==> src/rtl/wb_stage_pkg.sv <==
// wb_stage_pkg: shared FSM states, width defaults and the hardwired-zero register index
package wb_stage_pkg;
  localparam int DEF_DATA_W = 8;
  localparam int DEF_REG_AW = 3;
  localparam int R0 = 0;
  typedef enum logic {IDLE, WAIT_MEM} state_t;
endpackage

==> src/rtl/wb_stage.sv <==
// wb_stage: writeback stage with load-wait FSM and timeout; WB_STAGE_FWD_EN enables forwarding hits
module wb_stage
  import wb_stage_pkg::*;
#(
  parameter int DATA_W = DEF_DATA_W,
  parameter int REG_AW = DEF_REG_AW,
  parameter int MEM_TIMEOUT = 15
) (
  input  logic              clk,
  input  logic              rst_n,
  input  logic              ex_valid,
  input  logic              ex_regwrite,
  input  logic              ex_is_load,
  input  logic [REG_AW-1:0] ex_rd,
  input  logic [DATA_W-1:0] ex_alu,
  input  logic              mem_rvalid,
  input  logic [DATA_W-1:0] mem_rdata,
  input  logic [REG_AW-1:0] rd_a,
  input  logic [REG_AW-1:0] rd_b,
  output logic              stall,
  output logic              RegWrite,
  output logic [REG_AW-1:0] RegDst,
  output logic [DATA_W-1:0] Mem_to_Reg,
  output logic              err,
  output logic              fwd_a_hit,
  output logic              fwd_b_hit
);
  state_t state;
  logic [7:0] cnt;
  logic [REG_AW-1:0] rd_q;
  logic wr_q;
  assign stall = state == WAIT_MEM;
  always_ff @(posedge clk or negedge rst_n) begin
    if (!rst_n) begin
      state <= IDLE;
      cnt <= '0;
      rd_q <= '0;
      wr_q <= 1'b0;
      RegWrite <= 1'b0;
      RegDst <= '0;
      Mem_to_Reg <= '0;
      err <= 1'b0;
    end else begin
      RegWrite <= 1'b0;
      err <= 1'b0;
      if (state == IDLE) begin
        if (ex_valid && ex_is_load) begin
          state <= WAIT_MEM;
          cnt <= '0;
          rd_q <= ex_rd;
          wr_q <= ex_regwrite;
        end else if (ex_valid && ex_regwrite && ex_rd != REG_AW'(R0)) begin
          RegWrite <= 1'b1;
          RegDst <= ex_rd;
          Mem_to_Reg <= ex_alu;
        end
      end else if (mem_rvalid) begin
        state <= IDLE;
        if (wr_q && rd_q != REG_AW'(R0)) begin
          RegWrite <= 1'b1;
          RegDst <= rd_q;
          Mem_to_Reg <= mem_rdata;
        end
      end else if (cnt == 8'(MEM_TIMEOUT - 1)) begin
        state <= IDLE;
        err <= 1'b1;
      end else begin
        cnt <= cnt + 8'd1;
      end
    end
  end
`ifdef WB_STAGE_FWD_EN
  assign fwd_a_hit = RegWrite && RegDst == rd_a;
  assign fwd_b_hit = RegWrite && RegDst == rd_b;
`else
  logic unused_rd;
  assign unused_rd = ^{rd_a, rd_b};
  assign fwd_a_hit = 1'b0;
  assign fwd_b_hit = 1'b0;
`endif
endmodule

==> config.mk <==
export PLATFORM = sky130hd
export DESIGN_NAME = wb_stage
export DESIGN_NICKNAME = d
export VERILOG_FILES = /design/src/rtl/wb_stage_pkg.sv /design/src/rtl/wb_stage.sv
export SDC_FILE = /design/constraint.sdc
export NUM_CORES = 1
export LEC_CHECK = 0
export CELL_PAD_IN_SITES_DETAIL_PLACEMENT = 0
export CELL_PAD_IN_SITES_GLOBAL_PLACEMENT = 2
export CORE_UTILIZATION = 30
export DETAILED_ROUTE_END_ITERATION = 8
export GPL_TIMING_DRIVEN = 0
export PLACE_DENSITY_LB_ADDON = 0.1
export SYNTH_ARGS = -nofsm -noshare
export SYNTH_HDL_FRONTEND = slang
export SYNTH_SLANG_ARGS = --single-unit
==> constraint.sdc <==
create_clock -name clk -period 2.8 [get_ports clk]
set_clock_uncertainty 0.1 [all_clocks]
set_input_delay 0.42 -clock clk [delete_from_list [all_inputs] [get_ports clk]]
set_output_delay 0.42 -clock clk [all_outputs]
set_load 0.1 [all_outputs]
Word level (Yosys, flattened, before mapping). Cells that the tools add are included.

Bits of input ports: 31. Logic and storage cells: 53. Register bits after elaboration: 26. Output and inout port bits: 16.

$add $sub $neg: 1. Equality and inequality tests: 6. Reductions and logical operators: 11. Bitwise gates (word level): 1. Multiplexer cells: 26.

Operators with widths (count): 8-bit two-way mux (9); 3-bit two-way mux (5); 1-bit two-way mux (12); 8-bit by 1-bit adder with 8-bit output, second input constant (1); 8-bit by 4-bit == test with 1-bit output, second input constant (1); 2-bit inequality test, second input constant (4); 3-bit nonzero test (2); 1-bit logical AND (4); 4-bit AND reduction (1); 2-bit nonzero test (2); 3-bit AND reduction (1); 2-bit by 1-bit inequality test with 1-bit output, second input constant (1); 2-bit AND reduction (1); 1-bit NOT (1).

Longest topological paths before layout.
Depth after elaboration: 5. Depth in mapped cells: 7. Mapped depth without buffers: 6.

Worst setup path after synthesis. Ideal clock, no wire load.

Kind: reg2reg. Start: register state, in the netlist stall. End: register Mem_to_Reg[3]. Clock period less this slack: 2.158 ns. Data required time: 2.575 ns. Setup time: 0.125 ns. Slack: 0.642 ns. Path buffers: 2. Stages on the path, launching flop included: 5. Arrival: 1.932 ns. Path through: dfrtp_1 > buf_6 > buf_2 > mux2_2 > mux2_2.

Cells in the longest elaborated chain, start to end: 2. Elaborated cells between the ends (all ways): 6. Those cells by class: 3 x eq/ne; 1 x mux; 2 x reduce/logical.

RTL lines: start: declaration (line wb_stage.sv:28) `state_t state;`; start signal: assignment (line wb_stage.sv:35) `state <= IDLE;`; start signal: assignment (line wb_stage.sv:48) `state <= WAIT_MEM;`; start signal: assignment (line wb_stage.sv:58) `state <= IDLE;`; 2-bit by 1-bit inequality test with 1-bit output (no source line) (tied with other cells); 4-bit AND reduction (no source line); end signal: assignment (line wb_stage.sv:55) `Mem_to_Reg <= ex_alu;`; end signal: assignment (line wb_stage.sv:62) `Mem_to_Reg <= mem_rdata;`; end: declaration (line wb_stage.sv:23) `output logic [DATA_W-1:0] Mem_to_Reg,`.

Several ways; a longest one is shown, not always the timed one. A chain may end at the register's enable or synchronous reset.

Worst setup path in the final report.
Start: register state, in the netlist stall. End: output port stall.

RTL lines: end: declaration (line wb_stage.sv:20) `output logic stall,`.

No word-level cell between the ends.

==> metrics.txt <==
status=finished clean; Die Y-Extent=68.7 um; setup TNS=0 ns; Routed WL per cell=14.3 um; P per Cell Area=954 mW/mm^2; Post-Synthesis Cells=108; die footprint=0.00472 mm^2; Initial Utilization=32.2%; Leak=0.757 nW; largest net degree at the start of global routing=27; Least-Margin Pin Slew=1.21 ns; DR pass1 iterations=2; die width=68.7 um; Synth Cell Area=0.00133 mm^2; nets=185; Cell variety after synth=32; Post-CTS Hold Buffers=0; Hold Violations, Final=0; Critical Path, Cell by Cell=clkdlybuf4s50_1; Fmax=431 MHz; Worst Setup Path Type=register to output port; Finished Cell Area=0.00182 mm^2; filler instances=402; Post-CTS Repair Setup Buffers=0; clk sinks=26; Placed Area=0.00178 mm^2; Slowest-stage cell, CP=clkdlybuf4s50_1; Worst R2R Start=stall; via count=980; RSZ-0062 raised after global routing=false; Crit path required time=2.28 ns; CP startpoint=stall; Clock Latency Late Sink=0.27 ns; Worst VDD drop=0.000553 V; Layout area overhead=36.6%; sequential share of the synthesized area=48.8%; CP arrival=1.80 ns; Slew Viols, Final=0; CTS tree=done; # resized after CTS=0; yosys warns=0; Root Driver=clkbuf_8; syn avg cell area=12.3 um^2; Critical Path Max Stage Delay=1.15 ns; share of layout cells above drive strength 1=26.7%; I/O pin count=47; most frequent cells in the layout=clkdlybuf4s50_1, mux2_2, dfrtp_1; H-Tree Level Count=1; post-synth top area cell=dfrtp_1; clock transition at the registers of the reported paths=0.09 ns; area share of the largest cell type after synthesis=48.8%; FF+latch count, synth=26; CP Launch Type=register; final setup vio count=0; First DRT Iteration DRCs=33; MaxCap Viol Count=0; Via density=4.90; DRT antenna net count=0; Synth area leaders=dfrtp_1, mux2_2, nand3_1; Post-Route WL=2850 um; DRC Markers=0; worst rel slew slack=19.3%; first-pass GRT wire length=4430 um; min-delay src=Mem_to_Reg[2]; Core Region=0.00414 mm^2; HP Class=register to register; I/O Buffers=38; Tcrit/Tclk final=82.9%; CP max FO=2; Longest Clk Path Bufs=2; global route overflow=0; number of global-route vias before repair=912; initial antenna violation count=0; GPL Wtd Cong=0.759; CTS Buf Count=3; diodes inserted=0; CP Buf/Inv Count=1; Crit. End Element=output port; row cnt=23; Post-DP HPWL=2070 um; Largest delay share family, worst path=buffers and inverters; Total GRT Usage=13.1%; commonest non-fill, non-tap cell in the layout=clkdlybuf4s50_1; Final Critical Period=2.32 ns
-- cells in the mapped netlist --
cell,count
buf_2,1
and2_1,2
mux2_2,27
nand2b_1,1
o31ai_1,1
nand3_1,8
nor3_1,2
o41ai_2,1
nor4_1,1
nand4_1,2
mux2i_1,1
and3_1,2
nor2b_4,1
a32o_1,1
nand4b_1,1
nand2_1,6
o21ai_0,3
dfrtp_1,26
nor2_1,1
a21oi_1,2
buf_6,3
a22o_1,2
ha_1,2
inv_1,1
or4_1,1
o211ai_1,1
conb_1,1
o22ai_2,1
buf_4,2
and2b_4,1
nand3b_1,1
or3_1,2
-- worst paths after layout --
check | end | slack (ns) | depth (start not counted)
max | stall | 0.48 | 1
min | Mem_to_Reg[2] | 0.41 | 1
max reg2reg | Mem_to_Reg[1] | 1.03 | 6
min reg2reg | Mem_to_Reg[2] | 0.41 | 1
max in group asynchronous | Mem_to_Reg[0] | 1.20 | 1
min in group asynchronous | err | 0.68 | 1
-- power breakdown --
| group | internal [mW] | total, mW | leakage, nW | switching (mW) |
|---|---|---|---|---|
| combinational | 0.275 | 0.980 | 0.409 | 0.706 |
| sequential | 0.478 | 0.546 | 0.326 | 0.0679 |
| clock | 0.0964 | 0.212 | 0.0216 | 0.115 |
-- sequential cells by signal, summed over array words and instances, names as in the netlist --
signal,cells
cnt,8
RegWrite,1
rd_q,3
RegDst,3
err,1
stall,1
wr_q,1
Mem_to_Reg,8
-- per-layer routing --
layer / vias up / track usage, % / routed length [um]
met4: 0 / 3.13 / 19
met2: 25 / 19.6 / 1300
met1: 473 / 17.9 / 1360
li1: 480 / - / -
met3: 2 / 4.77 / 168
met5: - / 0 / 0
-- layout make-up --
cell class / instances / area (um^2) / share of cell area [%]
Multi-Input combinational cell: 76 / 629 / 34.5
Timing Repair Buffer: 38 / 380 / 20.9
Tap cell: 50 / 62.6 / 3.43
Buffer: 6 / 53.8 / 2.95
Clock buffer: 3 / 41.3 / 2.27
Inverter: 1 / 3.75 / 0.206
Sequential cell: 26 / 651 / 35.7
-- logic make-up (layout without fill, tap and decap cells) --
family,Yosys count,in the layout,share of synthesized area [%]
simple gates,32,32,14.0
flops,26,26,48.8
buf+inv,7,48,4.31
fa+ha+maj,2,2,1.88
mux,28,28,23.5
compound gates,12,12,7.22
other cells,1,2,0.281
-- metrics by stage --
step	worst slack (ns)	hold slack, ns	power, mW	util, %	cells
2_1_floorplan	0.642	0.0244	1.29	-	109
3_3_place_gp	0.670	0.389	1.53	43.0	197
3_5_place_dp	0.651	0.397	1.54	43.0	197
4_1_cts	0.468	0.418	1.76	44.0	200
5_1_grt	0.413	0.433	1.82	44.0	200
6_report	0.480	0.414	1.74	44.0	200
Power figures use the tool's default switching activity.
